<file path="src/rtl/psram_qpi_master.sv">
// Host-side QPI PSRAM master. It sends SPI enter-QPI after reset, then turns
// read/write requests into QPI command/address/dummy/data pulse trains.
module psram_qpi_master #(
  parameter int BURST_WORDS = 1,
  parameter int DUMMY_CYC   = 6,
  parameter int CLK_DIV     = 1,
  parameter int CE_GAP      = 2,
  parameter int INIT_QPI    = 1,
  localparam int DW         = 32 * BURST_WORDS
) (
  input  logic          clock,
  input  logic          reset,
  input  logic          req_valid,
  output logic          req_ready,
  input  logic          req_wr,
  input  logic [23:0]   req_addr,
  input  logic [1:0]    req_size,
  input  logic [DW-1:0] req_wdata,
  output logic          resp_valid,
  output logic [DW-1:0] resp_rdata,
  output logic          sck,
  output logic          ce_n,
  output logic [3:0]    dio_o,
  output logic [3:0]    dio_oe,
  input  logic [3:0]    dio_i,
  output logic          qpi_mode,
  output logic          busy
);

  typedef enum logic [2:0] {
    S_INIT_CMD, S_INIT_GAP, S_IDLE, S_CMD, S_ADDR, S_DUMMY, S_DATA, S_GAP
  } state_t;

  localparam logic [7:0] INIT_BYTE = 8'h35;
  localparam logic [2:0] DIV_LAST  = 3'(CLK_DIV - 1);
  localparam logic [5:0] GAP_LAST  = 6'(CE_GAP - 1);

  state_t        state_q;
  logic [2:0]    div_q;
  logic [5:0]    cnt_q;
  logic          sck_q, ce_n_q, req_ready_q, resp_valid_q, qpi_mode_q, busy_q;
  logic [3:0]    dio_o_q, dio_oe_q;
  logic [DW-1:0] resp_rdata_q, rbuf_q, wdata_q;
  logic          wr_q;
  logic [23:0]   addr_q;
  logic [1:0]    size_q;

  logic [5:0]    cnt_d;
  logic [5:0]    len_d;
  logic [5:0]    data_len_d;
  logic          last_d;
  logic [3:0]    nib_d;

  assign req_ready  = req_ready_q;
  assign resp_valid = resp_valid_q;
  assign resp_rdata = resp_rdata_q;
  assign sck        = sck_q;
  assign ce_n       = ce_n_q;
  assign dio_o      = dio_o_q;
  assign dio_oe     = dio_oe_q;
  assign qpi_mode   = qpi_mode_q;
  assign busy       = busy_q;

  // Pulse count of the current phase and the nibble for the following pulse.
  always_comb begin
    cnt_d = cnt_q + 6'd1;
    case (size_q)
      2'd0:    data_len_d = 6'd2;
      2'd1:    data_len_d = 6'd4;
      2'd2:    data_len_d = 6'd8;
      default: data_len_d = 6'(8 * BURST_WORDS);
    endcase
    case (state_q)
      S_INIT_CMD: len_d = 6'd8;
      S_CMD:      len_d = 6'd2;
      S_ADDR:     len_d = 6'd6;
      S_DUMMY:    len_d = 6'(DUMMY_CYC);
      S_DATA:     len_d = data_len_d;
      default:    len_d = 6'd1;
    endcase
    last_d = (cnt_q == len_d - 6'd1);
    nib_d  = '0;
    case (state_q)
      S_INIT_CMD: nib_d = {3'b000, INIT_BYTE[3'd7 - cnt_d[2:0]]};
      S_CMD:      nib_d = wr_q ? 4'h8 : 4'hB;
      S_ADDR: begin
        case (cnt_d[2:0])
          3'd1:    nib_d = addr_q[19:16];
          3'd2:    nib_d = addr_q[15:12];
          3'd3:    nib_d = addr_q[11:8];
          3'd4:    nib_d = addr_q[7:4];
          3'd5:    nib_d = addr_q[3:0];
          default: nib_d = '0;
        endcase
      end
      // Byte order ascending, high nibble first: nibble k sits at position k^1.
      S_DATA:     if (wr_q) nib_d = 4'(wdata_q >> {cnt_d ^ 6'd1, 2'b00});
      default:    nib_d = '0;
    endcase
  end

  // Main sequencer: init, request accept, pulse generation and response.
  always_ff @(posedge clock) begin
    if (reset) begin
      state_q      <= (INIT_QPI != 0) ? S_INIT_CMD : S_IDLE;
      div_q        <= '0;
      cnt_q        <= '0;
      sck_q        <= 1'b0;
      ce_n_q       <= 1'b1;
      dio_o_q      <= '0;
      dio_oe_q     <= '0;
      req_ready_q  <= 1'b0;
      resp_valid_q <= 1'b0;
      resp_rdata_q <= '0;
      rbuf_q       <= '0;
      qpi_mode_q   <= 1'b0;
      busy_q       <= (INIT_QPI != 0);
      wr_q         <= 1'b0;
      addr_q       <= '0;
      size_q       <= '0;
      wdata_q      <= '0;
    end else begin
      resp_valid_q <= 1'b0;
      case (state_q)
        S_INIT_GAP, S_GAP: begin
          if (cnt_q == GAP_LAST) begin
            state_q     <= S_IDLE;
            qpi_mode_q  <= 1'b1;
            req_ready_q <= 1'b1;
            busy_q      <= 1'b0;
          end else begin
            cnt_q <= cnt_d;
          end
        end
        S_IDLE: begin
          if (!qpi_mode_q) begin
            qpi_mode_q  <= 1'b1;
            req_ready_q <= 1'b1;
          end else if (req_valid && req_ready_q) begin
            wr_q        <= req_wr;
            addr_q      <= req_addr;
            size_q      <= req_size;
            wdata_q     <= req_wdata;
            rbuf_q      <= '0;
            req_ready_q <= 1'b0;
            busy_q      <= 1'b1;
            state_q     <= S_CMD;
            ce_n_q      <= 1'b0;
            sck_q       <= 1'b0;
            dio_oe_q    <= 4'hF;
            dio_o_q     <= req_wr ? 4'h3 : 4'hE;
            cnt_q       <= '0;
            div_q       <= '0;
          end
        end
        default: begin
          if (state_q == S_INIT_CMD && ce_n_q) begin
            // First cycle after reset: open the SPI frame with bit 7 driven.
            ce_n_q   <= 1'b0;
            sck_q    <= 1'b0;
            dio_oe_q <= 4'b0001;
            dio_o_q  <= {3'b000, INIT_BYTE[7]};
            cnt_q    <= '0;
            div_q    <= '0;
          end else if (div_q != DIV_LAST) begin
            div_q <= div_q + 3'd1;
          end else begin
            div_q <= '0;
            sck_q <= ~sck_q;
            if (!sck_q) begin
              if (state_q == S_DATA && !wr_q)
                rbuf_q <= rbuf_q | (DW'(dio_i) << {cnt_q ^ 6'd1, 2'b00});
            end else if (!last_d) begin
              cnt_q   <= cnt_d;
              dio_o_q <= nib_d;
            end else begin
              cnt_q <= '0;
              case (state_q)
                S_INIT_CMD: begin
                  state_q  <= S_INIT_GAP;
                  ce_n_q   <= 1'b1;
                  dio_oe_q <= '0;
                  dio_o_q  <= '0;
                end
                S_CMD: begin
                  state_q <= S_ADDR;
                  dio_o_q <= addr_q[23:20];
                end
                S_ADDR: begin
                  if (!wr_q && DUMMY_CYC != 0) begin
                    state_q  <= S_DUMMY;
                    dio_oe_q <= '0;
                    dio_o_q  <= '0;
                  end else begin
                    state_q <= S_DATA;
                    if (wr_q) begin
                      dio_o_q <= wdata_q[7:4];
                    end else begin
                      dio_oe_q <= '0;
                      dio_o_q  <= '0;
                    end
                  end
                end
                S_DUMMY: state_q <= S_DATA;
                S_DATA: begin
                  state_q      <= S_GAP;
                  ce_n_q       <= 1'b1;
                  dio_oe_q     <= '0;
                  dio_o_q      <= '0;
                  resp_valid_q <= 1'b1;
                  if (!wr_q) resp_rdata_q <= rbuf_q;
                end
                default: state_q <= S_IDLE;
              endcase
            end
          end
        end
      endcase
    end
  end

endmodule

</file>
<file path="config.mk">
export PLATFORM = sky130hd
export DESIGN_NAME = psram_qpi_master
export DESIGN_NICKNAME = d
export VERILOG_FILES = /design/src/rtl/psram_qpi_master.sv
export SDC_FILE = /design/constraint.sdc
export NUM_CORES = 1
export LEC_CHECK = 0
export CAP_MARGIN = 25
export CORE_MARGIN = 5
export CORE_UTILIZATION = 25
export DETAILED_ROUTE_END_ITERATION = 8
export PLACE_DENSITY = 0.42
export RECOVER_POWER = 25
export SETUP_SLACK_MARGIN = 0.15
export SLEW_MARGIN = 20
export SYNTH_ARGS = -nofsm -noshare
export SYNTH_HDL_FRONTEND = slang
export SYNTH_SLANG_ARGS = --single-unit
</file>
<file path="constraint.sdc">
create_clock -name clock -period 2.6 [get_ports clock]
set_input_delay 0.26 -clock clock [delete_from_list [all_inputs] [get_ports clock]]
set_output_delay 0.26 -clock clock [all_outputs]
set_load 0.03 [all_outputs]
</file>
==> qor.csv, run 1 <==
metric,value,unit
XOR/XNOR Fraction of Synth Area,1.07,%
pin count of the biggest net entering global routing,75,
Post-CTS Hold Buffers,0,
setup ws final,0.303,ns
compound-cell area share of the yosys netlist,20.7,%
post-synthesis sequential area ratio,45.6,%
"most common cell after layout, fill and taps aside",nand2_1,
vias post-DR,5933,
dpl hpwl,14600,um
most frequent cells in the layout,"204 x nand2_1, 144 x dfxtp_1, 137 x a21oi_1",
Worst Hold Depth,2,
max capacitance violation total,0,
H-tree depth,4,
RSZ-0062 raised after global routing,no,
core area,25300,um2
"slowest stage delay, CP",0.47,ns
Rows,58,
cells on worst reg2reg path,7,
CP startpoint kind,register,
vias in the first global route,5928,
die width,171,um
Max clock buf depth,2,
Yosys warning total,0,
P_leak,3.08,nW
mapped cell area,6460,um2
layout cells sized above 1,11.9,%
Post-Synth Adder-Cell Area,1.36,%
Placer Congestion,0.823,
# port buffers,111,
Slew @ Worst Pin,0.842,ns
synthesized area per cell,8.11,um2
critical path's slowest cell,dfxtp_2,
DIE HEIGHT,171,um
Synth area leaders,"dfxtp_1 46%, nand2_1 12%, a21oi_1 11%",
number of synthesized register bits,147,
largest area contributor in the netlist,dfxtp_1,
Final period util,88.3,%
Peak Freq,435,MHz
share of the synthesized area in the top cell type,45.6,%
Crit Path Max Fanout,32,
final wirelength,20200,um
fill count,2682,
slew margin rel.,43.3,%
gr ovfl total,0,
number of routed nets with antenna violations,0,
Reg2Reg Setup Slack,0.30,ns
initial antenna violation count,0,
Hold WS,0.259,ns
Worst Path Buf+Inv,2,
mux cell area share after synthesis,3.58,%
CTS tree,built,
Layout Cells excl Fill,1252,
main combinational cell family by area after synthesis,simple AND/OR/NAND/NOR gates,
"CP delay by family, top",simple AND/OR/NAND/NOR gates,
fin nets,982,
PwrDens,571,nW/um2
Layout area overhead,34.3,%
Worst Hold Path EP,addr_q[14],
initial core utilization,25.5,%
post-synthesis cell count,796,
crit path DAT,2.59,ns
skew final,0.0150,ns
Place WS,0.140,ns
root buffer cell,clkbuf_16,
dpl cells,1220,
Post-Synth Simple-Gate Area,22.1,%
critical path type,register to register,
class of the worst hold path,input port to register,
diodes inserted,0,
Post-synth EDFFs,0,
Post-synth ARST share,0,%
crit-path cells,buf_4 > nor2b_1 > a311o_1 > nand3_1 > nand2_1 > buf_4 > nor2_1,
Post-Synthesis Net Count,869,
drt pass-1 iters,5,
final setup violation count,0,
Max VDD drop,0.312,mV
Setup TNS,0,ns
die area,29100,um2
most frequent CP cell,buf_4,
Synth cell types,62,
DRC,0,
first-pass GRT wire length,32700,um
Worst Setup End Kind,register,
WL/cell,16.1,um
clock sinks,147,
worst flop-to-flop path startpoint,state_q[2],
post-DR vias/cell,4.74,
Finished Core Util,34.3,%
fin. max-slew vios,0,
worst skew pair latency,0.43,ns
crit path time final,2.30,ns
top_reg_cell synth,dfxtp_1,
CTS Buf Count,17,
clk slew on worst S/H paths,0.07,ns
Total GRT Usage,14.1,%
IO Pins,112,
Final Hold Viols,0,
status,finished clean,
Hold Crit Start,reset,
Iter 0 DRT Violations,394,
RR Endpoint,rbuf_q[14],
Critical Path RT,2.90,ns
## synthesized netlist by cell type (3+ instances only)
| cell type | instances |
|---|---|
| o211ai_1 | 4 |
| o311a_1 | 3 |
| a21oi_1 | 137 |
| a311o_1 | 5 |
| buf_4 | 5 |
| nor3_1 | 11 |
| a222oi_1 | 3 |
| or3_1 | 3 |
| nor3b_1 | 3 |
| o21ai_0 | 8 |
| and2_1 | 10 |
| ha_1 | 7 |
| inv_1 | 12 |
| nand3_1 | 8 |
| nand2_1 | 204 |
| a22oi_1 | 4 |
| o221ai_1 | 5 |
| buf_2 | 24 |
| nor4_1 | 6 |
| dfxtp_1 | 147 |
| mux4_2 | 8 |
| clkbuf_1 | 32 |
| nor2_1 | 61 |
| a221oi_1 | 3 |
| nand2b_1 | 7 |
| buf_6 | 4 |
| a31oi_1 | 11 |
| o31ai_1 | 3 |
| a22o_1 | 4 |
| mux2i_1 | 4 |
| xnor2_1 | 4 |
| a311oi_1 | 4 |
## worst max-delay path by stage
| stage | startpoint | end | slack, ns | depth (start not counted) |
|---|---|---|---|---|
| 2_1_floorplan | cnt_q[1] | dio_o[3] | 0.18 | 9 |
| 3_3_place_gp | req_valid | rbuf_q[29] | 0.18 | 7 |
| 3_5_place_dp | req_valid | rbuf_q[27] | 0.14 | 7 |
| 4_1_cts | cnt_q[0] | dio_o[3] | 0.22 | 8 |
| 5_1_grt | state_q[2] | rbuf_q[23] | 0.10 | 7 |
| 6_report | state_q[2] | rbuf_q[14] | 0.30 | 7 |
## power breakdown
group | leakage [nW] | internal, mW | switching [mW]
Sequential | 1.19 | 2.26 | 0.00809
Clock | 0.272 | 1.26 | 1.09
Combinational | 1.62 | 0.168 | 0.165
Total | 3.08 | 3.69 | 1.26
## per-stage QoR
step / cell area [um2] / total power, mW
2_1_floorplan: 6460 / 2.46
3_3_place_gp: 8100 / 2.66
3_5_place_dp: 8100 / 2.66
4_1_cts: 8670 / 5.04
5_1_grt: 8670 / 5.15
6_report: 8670 / 4.95
## timing repair
| item | 4_1_cts | 5_1_grt |
|---|---|---|
| setup buffers | 0 | 0 |
| endpoints found under the setup margin | 0 | 62 |
| resized for setup | 0 | 9 |
## cell families (layout without fill, tap and decap cells)
group / Yosys count / after routing
buf+inv: 77 / 203
mux: 13 / 13
flops: 147 / 147
fa+ha+maj: 7 / 7
xor+xnor: 7 / 7
simple gates: 331 / 331
compound gates: 214 / 214
## layout make-up
class,count,area (um2),share of cell area (%)
clock buffer,17,425,4.90
sequential,147,2950,34.0
clock inverter,15,141,1.63
timing repair buffer,159,1540,17.8
inverter,12,45.0,0.519
tap,330,413,4.76
multi-input combinational,572,3160,36.4
## sequential cells by signal, summed over array words and instances, names as in the netlist
register,flops
size_q,2
sck,1
div_q,3
dio_o,4
wr_q,1
qpi_mode,1
resp_valid,1
wdata_q,32
state_q,3
addr_q,24
rbuf_q,32
ce_n,1
cnt_q,6
dio_oe,2
req_ready,1
resp_rdata,32
busy,1
## layer usage
layer,GRT usage [%],wire length [um]
met5,0,0
met4,3.78,187
met3,2.89,785
met2,22.1,9320
met1,19.8,9870
(Power assumes the default switching activity.)
==> inputs of run 2 (changes only) <==
--- a/config.mk
+++ b/config.mk
@@ -11,6 +11,7 @@
 export DETAILED_ROUTE_END_ITERATION = 8
 export PLACE_DENSITY = 0.42
 export RECOVER_POWER = 25
+export REMOVE_ABC_BUFFERS = 1
 export SETUP_SLACK_MARGIN = 0.15
 export SLEW_MARGIN = 20
 export SYNTH_ARGS = -nofsm -noshare
==> run 2 against run 1 <==
Cell count fell by 0.32%. Setup slack worse by 0.012 ns. Global-route usage grew 0.28 points. Die area unchanged. Sequential power about the same. Routed wire length up 0.95%. Maximum frequency fell by 0.50%. Critical path type unchanged.
==> qor.csv, run 2 (synthesized netlist as in run 1, its figures left out) <==
metric,value,unit,change
pin count of the biggest net entering global routing,62,,-17%
class of the worst hold path,input port to register,,
initial core utilization,25.5,%,unchanged
final setup violation count,0,,unchanged
diodes inserted,0,,unchanged
CTS tree,built,,
Max clock buf depth,2,,unchanged
Iter 0 DRT Violations,349,,-11%
Slew @ Worst Pin,0.892,ns,+0.0503 ns
Layout area overhead,35.1,%,
root buffer cell,clkbuf_16,,
skew final,0.00970,ns,-0.00534 ns
most frequent cells in the layout,"204 x nand2_1, 142 x dfxtp_1, 137 x a21oi_1",,
Place WS,0.0897,ns,-0.0508 ns
clock sinks,147,,unchanged
Crit Path Max Fanout,6,,-81%
crit path time final,2.31,ns,+0.0116 ns
most frequent CP cell,o311a_1,,
gr ovfl total,0,,unchanged
number of routed nets with antenna violations,0,,unchanged
crit path DAT,2.62,ns,+0.03 ns
die width,171,um,unchanged
RSZ-0062 raised after global routing,no,,
drt pass-1 iters,5,,unchanged
Total GRT Usage,14.4,%,+0.28 points
IO Pins,112,,unchanged
Critical Path RT,2.91,ns,about the same
vias post-DR,5959,,+0.44%
die area,29100,um2,unchanged
PwrDens,589,nW/um2,+3.0%
# port buffers,111,,unchanged
H-tree depth,4,,unchanged
layout cells sized above 1,11.9,%,-0.057 points
DIE HEIGHT,171,um,unchanged
CP startpoint kind,register,,
Worst Setup End Kind,register,,
Max VDD drop,0.395,mV,+26%
clk slew on worst S/H paths,0.07,ns,about the same
critical path's slowest cell,ha_2,,
fin nets,978,,-0.41%
Placer Congestion,0.819,,-0.47%
WL/cell,16.3,um,+1.3%
post-CTS setup buffers,0,,unchanged
max capacitance violation total,0,,unchanged
multi-input logic area,3180,um2,+0.59%
"Power, Total",5.13,mW,+3.6%
CTS Buf Count,17,,unchanged
DRC,0,,unchanged
Rows,58,,unchanged
initial antenna violation count,0,,unchanged
first-pass GRT wire length,33300,um,+1.8%
core area,25300,um2,unchanged
"slowest stage delay, CP",0.45,ns,-0.02 ns
fin. max-slew vios,0,,unchanged
P_leak,3.09,nW,+0.32%
critical path type,register to register,,
fill count,2699,,+0.63%
crit-path cells,inv_1 > ha_2 > mux4_2 > mux2i_1 > nor2_1 > o311a_1 > o311a_1,,
setup ws final,0.291,ns,-0.0116 ns
status,finished clean,,
vias in the first global route,6068,,+2.4%
slew margin rel.,40.0,%,-3.3 points
Final Hold Viols,0,,unchanged
final wirelength,20300,um,+0.95%
register area,2950,um2,about the same
worst skew pair latency,0.42,ns,about the same
post-DR vias/cell,4.77,,+0.76%
Peak Freq,433,MHz,-0.50%
Final period util,88.8,%,+0.44 points
Post-CTS Hold Buffers,0,,unchanged
"most common cell after layout, fill and taps aside",nand2_1,,
dpl hpwl,14700,um,+0.62%
[run 2: changes by cell type in the layout (fill, tap and decap cells not counted), moves of 2 or more]
cell	before	now
buf_12	6	8
dfxtp_1	144	142
clkbuf_1	0	2
buf_4	43	37
bufinv_16	0	2
clkinv_4	5	1
clkbuf_8	0	2
dfxtp_2	3	5
[run 2: final timing paths]
path | endpoint | from | slack (ns) | depth (start not counted)
setup reg to reg | dio_o[3] | cnt_q[1] | 0.29 | 7
hold reg to reg | resp_rdata[15] | resp_rdata[15] | 0.45 | 2
setup / recovery | dio_o[3] | cnt_q[1] | 0.29 | 7
hold / removal | addr_q[1] | reset | 0.24 | 2
[run 2: layout make-up]
class / count / area share [%]
Timing Repair Buffer: 155 / 17.6
Clock inverter: 11 / 1.61
Multi-Input combinational cell: 572 / 36.4
Tap cell: 330 / 4.73
Clock buffer: 21 / 5.28
Sequential cell: 147 / 33.8
Inverter: 12 / 0.516
[run 2: power by group]
group          internal, mW  switching (mW)
Sequential             2.26         0.00874
Clock                  1.49            1.03
Combinational         0.172           0.169
[run 2: metrics by stage]
step / setup TNS, ns / cell area [um2] / hold slack [ns] / cells / utilization (%)
global route: 0 / 8720 / 0.231 / 1248 / 34.4
detailed placement: 0 / 8090 / 0.445 / 1216 / 32.0
global placement: 0 / 8090 / 0.442 / 1216 / 32.0
finish: 0 / 8720 / 0.243 / 1248 / 34.4
floorplan: -64.15 / 6140 / 0.329 / 731 / -
CTS: 0 / 8700 / 0.223 / 1248 / 34.4
[run 2: critical path: cells and delay by family, from the launching register on]
| family | cells | cell delay, ns |
|---|---|---|
| flip-flops | 1 | 0.40 |
| AND/OR/NAND/NOR | 1 | 0.09 |
| buffers and inverters | 1 | 0.11 |
| adder cells (fa/ha/maj) | 1 | 0.45 |
| multiplexers | 2 | 0.55 |
| AO/OA/AOI/OAI | 2 | 0.60 |
[run 2: what timing repair did]
action                     in CTS  in global routing
pin swaps                       0                  1
setup endpoints to repair       7                 44
hold endpoints to repair        0                  0
resized for setup               1                 13
[run 2: routing by layer]
metal | vias up | global-route usage, % | part of all wire, % | wire length [um]
met3 | 14 | 3.12 | 4.4 | 893
met5 | - | 0 | 0 | 0
li1 | 2988 | - | - | -
met4 | 0 | 4.20 | 1.1 | 221
met1 | 2825 | 20.0 | 48 | 9770
met2 | 132 | 22.4 | 46 | 9460
